$ cat src/rtl/serial_arith_pkg.sv
// Shared definitions for the bit-serial arithmetic datapath.
//   DefChannels / DefWordW : default lane count and word length
//   bit_cnt_w()            : width of a bit counter for a given word length
//                            (sizes each user's local bit_cnt_t)
//   serial_mode_e          : per-lane operation, ADD = x+y, SUB = x-y
package serial_arith_pkg;

    localparam int unsigned DefChannels = 4;
    localparam int unsigned DefWordW    = 16;

    // Width of a bit_cnt_t able to index bits 0..w-1 of a word.
    function automatic int unsigned bit_cnt_w(input int unsigned w);
        return (w > 1) ? $clog2(w) : 1;
    endfunction

    typedef enum logic {
        ADD = 1'b0,
        SUB = 1'b1
    } serial_mode_e;

endpackage

$ cat src/rtl/serial_addsub_slice.sv
// One lane of the bit-serial adder/subtractor.
// Optional feature macro: SERIAL_ADDSUB_OVF_EN (adds the ovf flop and port).
// Ports:
//   clk, rst     clock, asynchronous active-high reset
//   clr          synchronous clear of carry/mode (and ovf); sum holds
//   accept       an input bit is taken this cycle
//   first, last  accepted bit is bit 0 / bit WORD_W-1 of the word
//   x, y         operand bits, LSB first
//   sub          mode request, only used on the first bit
//   sum          registered result bit
//   ovf          signed overflow of the last completed word (optional)
module serial_addsub_slice
    import serial_arith_pkg::*;
(
    input  logic clk,
    input  logic rst,
    input  logic clr,
    input  logic accept,
    input  logic first,
    input  logic last,
    input  logic x,
    input  logic y,
    input  logic sub,
    output logic sum
`ifdef SERIAL_ADDSUB_OVF_EN
    ,
    output logic ovf
`endif
);

    serial_mode_e mode_q, mode_act;
    logic         carry_q, cin, y_eff, sum_d, cout;

    // On bit 0 the new mode takes effect immediately and doubles as the
    // carry-in, giving x + ~y + 1 for subtraction; the old carry is dropped.
    always_comb begin
        mode_act = first ? serial_mode_e'(sub) : mode_q;
        cin      = first ? sub : carry_q;
        y_eff    = y ^ (mode_act == SUB);
        sum_d    = x ^ y_eff ^ cin;
        cout     = (x & y_eff) | (x & cin) | (y_eff & cin);
    end

    always_ff @(posedge clk or posedge rst) begin
        if (rst) begin
            carry_q <= 1'b0;
            mode_q  <= ADD;
            sum     <= 1'b0;
        end else if (clr) begin
            carry_q <= 1'b0;
            mode_q  <= ADD;
        end else if (accept) begin
            carry_q <= cout;
            mode_q  <= mode_act;
            sum     <= sum_d;
        end
    end

`ifdef SERIAL_ADDSUB_OVF_EN
    // On the MSB, cin is the carry into the sign bit.
    always_ff @(posedge clk or posedge rst) begin
        if (rst) begin
            ovf <= 1'b0;
        end else if (clr) begin
            ovf <= 1'b0;
        end else if (accept && last) begin
            ovf <= cin ^ cout;
        end
    end
`else
    logic unused_last;
    assign unused_last = last;
`endif

endmodule

$ cat src/rtl/serial_addsub_array.sv
// Multi-channel bit-serial adder/subtractor on LSB-first two's-complement
// words. A shared bit counter frames words; each lane is a
// serial_addsub_slice. Latency is one cycle.
// Optional feature macro: SERIAL_ADDSUB_OVF_EN (per-lane signed overflow).
// Ports:
//   clk, rst    clock, asynchronous active-high reset
//   clr         synchronous framing clear, priority over in_valid
//   in_valid    qualifies x, y, sub this cycle
//   x, y        operand bits per lane
//   sub         per-lane mode, sampled on bit 0: 1 = x-y, 0 = x+y
//   sum         registered result bits
//   out_valid   sum holds a freshly produced bit
//   out_first   sum holds bit 0 of a word
//   out_last    sum holds bit WORD_W-1 of a word
//   ovf         per-lane signed overflow (only with SERIAL_ADDSUB_OVF_EN)
module serial_addsub_array
    import serial_arith_pkg::*;
#(
    parameter int unsigned CHANNELS = DefChannels,
    parameter int unsigned WORD_W   = DefWordW
) (
    input  logic                clk,
    input  logic                rst,
    input  logic                clr,
    input  logic                in_valid,
    input  logic [CHANNELS-1:0] x,
    input  logic [CHANNELS-1:0] y,
    input  logic [CHANNELS-1:0] sub,
    output logic [CHANNELS-1:0] sum,
    output logic                out_valid,
    output logic                out_first,
    output logic                out_last
`ifdef SERIAL_ADDSUB_OVF_EN
    ,
    output logic [CHANNELS-1:0] ovf
`endif
);

    localparam int unsigned CntW = bit_cnt_w(WORD_W);
    typedef logic [CntW-1:0] bit_cnt_t;
    localparam bit_cnt_t LastIdx = bit_cnt_t'(WORD_W - 1);

    bit_cnt_t cnt_q, cnt_d;
    logic     first, last, accept;

    assign accept = in_valid & ~clr;

    always_comb begin
        first = (cnt_q == '0);
        last  = (cnt_q == LastIdx);
        cnt_d = cnt_q;
        if (clr) begin
            cnt_d = '0;
        end else if (in_valid) begin
            cnt_d = last ? '0 : cnt_q + bit_cnt_t'(1);
        end
    end

    always_ff @(posedge clk or posedge rst) begin
        if (rst) begin
            cnt_q     <= '0;
            out_valid <= 1'b0;
            out_first <= 1'b0;
            out_last  <= 1'b0;
        end else begin
            cnt_q     <= cnt_d;
            out_valid <= accept;
            out_first <= accept & first;
            out_last  <= accept & last;
        end
    end

    for (genvar g = 0; g < CHANNELS; g++) begin : g_lane
        serial_addsub_slice u_slice (
            .clk    (clk),
            .rst    (rst),
            .clr    (clr),
            .accept (accept),
            .first  (first),
            .last   (last),
            .x      (x[g]),
            .y      (y[g]),
            .sub    (sub[g]),
            .sum    (sum[g])
`ifdef SERIAL_ADDSUB_OVF_EN
            ,
            .ovf    (ovf[g])
`endif
        );
    end

endmodule

$ cat config.mk
export PLATFORM = sky130hd
export DESIGN_NAME = serial_addsub_array
export DESIGN_NICKNAME = d
export VERILOG_FILES = /design/src/rtl/serial_arith_pkg.sv /design/src/rtl/serial_addsub_slice.sv /design/src/rtl/serial_addsub_array.sv
export SDC_FILE = /design/constraint.sdc
export NUM_CORES = 1
export LEC_CHECK = 0
export ABC_CLOCK_PERIOD_IN_PS = 6000
export BUFFER_PORTS_ARGS = -buffer_cell sky130_fd_sc_hd__buf_2
export CAP_MARGIN = 40
export CORE_UTILIZATION = 27
export CTS_CLUSTER_DIAMETER = 80
export CTS_CLUSTER_SIZE = 16
export DETAILED_ROUTE_END_ITERATION = 8
export GPL_ROUTABILITY_DRIVEN = 0
export PLACE_DENSITY_LB_ADDON = 0.15
export SLEW_MARGIN = 10
export SYNTH_ARGS = -nofsm -noshare
export SYNTH_HDL_FRONTEND = slang
export SYNTH_HIERARCHICAL = 1
export SYNTH_SLANG_ARGS = --single-unit
$ cat constraint.sdc
create_clock -name clk -period 6 [get_ports clk]
set_input_delay 1.5 -clock clk [delete_from_list [all_inputs] [get_ports clk]]
set_output_delay 1.5 -clock clk [all_outputs]
set_load 0.005 [all_outputs]
==> results.py <==
metrics = {
    "layout": {
        "multi_input_area_um2": 593,
        "nets": 141,
        "syn2layout_area_growth_pct": 20.3,
        "regArea_um2": 475,
        "fillers": 394,
        "fin_cells": 166,
        "n_antenna_cell": 0,
        "final_util_pct": 35.0,
        "drive_gt1_share_pct": 37.3,
    },
    "global_routing": {
        "overflow": 0,
        "grt_start_max_net_pins": 20,
        "grt_antenna_before_repair": 0,
        "grt_pass1_wl_um": 3490,
        "grt_use_total_pct": 10.8,
        "first_global_vias": 717,
    },
    "cts": {
        "cts.sinks": 19,
        "htreeDepth": 1,
        "post_cts_buffers": 0,
        "clockBufferDepth": 2,
        "cts_tree": "built",
        "cts_root_buf": "clkbuf_8",
        "clk_latency_ps": 250,
        "ctsResizeCount": 0,
        "postCtsHoldBufs": 0,
        "cts_buffers": 3,
        "clk_pin_slew_ps": 70,
    },
    "worst_setup_path": {
        "crit_path_end_kind": "flip-flop",
        "path_max_fanout": 19,
        "r2r_end": "g_lane[2].u_slice/sum",
        "reg2reg_from": "cnt_q[0]",
        "cp.required_ps": 6140,
        "cp-start-kind": "input port",
        "arrival_ps": 2780,
        "crit_type": "input port to flip-flop",
        "rrSetupSlack_ps": 3640,
        "ff2ff_path_depth": 8,
    },
    "outcome": {
        "status": "finished clean",
    },
    "power": {
        "p_leak_nw": 0.647,
        "power_density_nw_per_um2": 252,
        "vdd_drop_max_mv": 0.163,
    },
    "drt": {
        "firstDrtPassIters": 4,
        "drc": 0,
        "drtAntennaViolNets": 0,
        "wl_per_cell_um": 12.3,
        "drt_iter0_drc": 16,
        "avgViaCountPerCell": 4.30,
        "finalWirelength_um": 2050,
        "dr_total_vias": 713,
    },
    "synthesis": {
        "yosysTopAreaCellShare_pct": 43.3,
        "ys_warn_count": 6,
        "syn_area_um2": 1100,
        "synth.area.top_cells": "dfrtp_1, mux2i_1, fa_1, nor2b_4, mux2_4",
        "syn_area_per_cell_um2": 12.1,
        "synthDistinctLibCells": 20,
        "syn_inst": 91,
        "seq_area_frac_synth_pct": 43.3,
        "synth-seq-cells": 19,
        "synthesis.nets": 113,
        "synth_area_leader_cell": "dfrtp_1",
    },
    "floorplan": {
        "initial_core_util_pct": 29.1,
        "design.core.area_um2": 3770,
        "placementRows": 22,
        "io_pins": 23,
        "die_w_um": 65.8,
        "dieArea_um2": 4330,
        "die_height_um": 65.8,
    },
    "sta": {
        "slew_headroom_pct": 67.8,
        "tns_ps": 0,
        "rsz0062_at_grt": "false",
        "max_clock_freq_ghz": 0.380,
        "period_minus_slack_ps": 2630,
        "finalSetupViolCount": 0,
        "fin_skew_ps": 1.70,
        "tightest_slew_ps": 482,
        "hold_viol_final": 0,
        "period_share_pct": 43.9,
        "drv_slew": 0,
    },
    "min_path": {
        "holdPathEnd": "g_lane[0].u_slice/sum",
        "holdPathStages": 1,
        "hold_class": "flip-flop to flip-flop",
        "hold_start": "g_lane[0].u_slice/sum",
    },
    "place": {
        "numPortBuffers": 22,
        "hpwl_um": 1490,
        "place_inst": 162,
    },
    "flow_run": {
        "cap_viol_max_count": 0,
    },
}
layout by cell type, fill, tap and decap left out, types with 3 or more instances in the layout:
cell and instances:
mux2i_1 9, nand3_1 7, nor2b_4 5, dfrtp_1 19
mux2_2 4, mux2_4 4, xnor2_1 4, nor2_1 7
fa_1 4, inv_1 8, buf_2 22, a21bo_2 4
a21oi_1 6, clkbuf_8 3
logic make-up (layout without fill, tap and decap cells):
group,after synthesis,in the layout,share of synthesized area [%]
multiplexers,17,17,17.8
flip-flops,19,19,43.3
adder cells (fa/ha/maj),6,6,9.57
AND/OR/NAND/NOR,25,25,15.5
XOR/XNOR,5,5,3.99
buffers and inverters,8,35,2.73
AO/OA/AOI/OAI,11,11,7.18
state kept, by name, summed over array words and instances (netlist names):
| name | count |
|---|---|
| cnt_q | 4 |
| g_lane.u_slice/carry_q | 4 |
| g_lane.u_slice/mode_q | 4 |
| g_lane.u_slice/sum | 4 |
| out_first | 1 |
| out_last | 1 |
| out_valid | 1 |
per-layer routing:
| metal | track usage (%) | share of wire [%] |
|---|---|---|
| met1 | 15.2 | 51 |
| met5 | 0 | 0 |
| met3 | 3.62 | 3.5 |
| met4 | 2.45 | 0.59 |
| met2 | 15.9 | 45 |
cells in the mapped netlist:
cell	count
nor3_1	1
dfrtp_1	19
mux2i_1	9
nand2b_1	1
a41oi_1	1
nor2b_4	5
xor2_1	1
a21bo_2	4
ha_1	2
a21oi_1	6
inv_1	8
nand2_1	1
and2_1	2
nor3b_2	1
nand3_1	7
mux2_4	4
mux2_2	4
xnor2_1	4
nor2_1	7
fa_1	4
how the worst max path moves through the flow:
| stage | startpoint | endpoint | slack [ps] | depth (start not counted) |
|---|---|---|---|---|
| 2_1_floorplan | sub[0] | g_lane[0].u_slice/sum | 3390 | 4 |
| 3_3_place_gp | clr | g_lane[2].u_slice/sum | 3110 | 4 |
| 3_5_place_dp | clr | g_lane[1].u_slice/sum | 3080 | 4 |
| 4_1_cts | clr | g_lane[1].u_slice/sum | 3370 | 4 |
| 5_1_grt | clr | g_lane[1].u_slice/sum | 3290 | 4 |
| 6_report | clr | g_lane[1].u_slice/sum | 3370 | 4 |
area by class of cell:
cell class,instances,area share (%)
timing repair buffer,23,8.90
sequential,19,36.0
multi-input combinational,64,44.9
clock buffer,4,3.41
tap,48,4.55
inverter,8,2.27
power breakdown:
group          internal, W  switching (W)  leakage [nW]  total [W]
combinational    0.0000508      0.0000386         0.373  0.0000894
sequential        0.000145     0.00000951         0.251   0.000154
clock            0.0000471      0.0000418        0.0228  0.0000889
worst max-delay path: stages:
cell	delay, ps
buf_2	260
nor2b_4	470
nor2b_4	240
mux2_4	300
metrics by stage:
step	area, µm²	worst slack [ps]	hold WS [ps]	total power (W)
CTS	1320	3370	524	0.000341
finish	1320	3370	512	0.000333
floorplan	1100	3390	482	0.000212
global placement	1280	3110	498	0.000246
global route	1320	3290	539	0.000359
detailed placement	1280	3080	501	0.000248
Power figures use the tool's default switching activity.
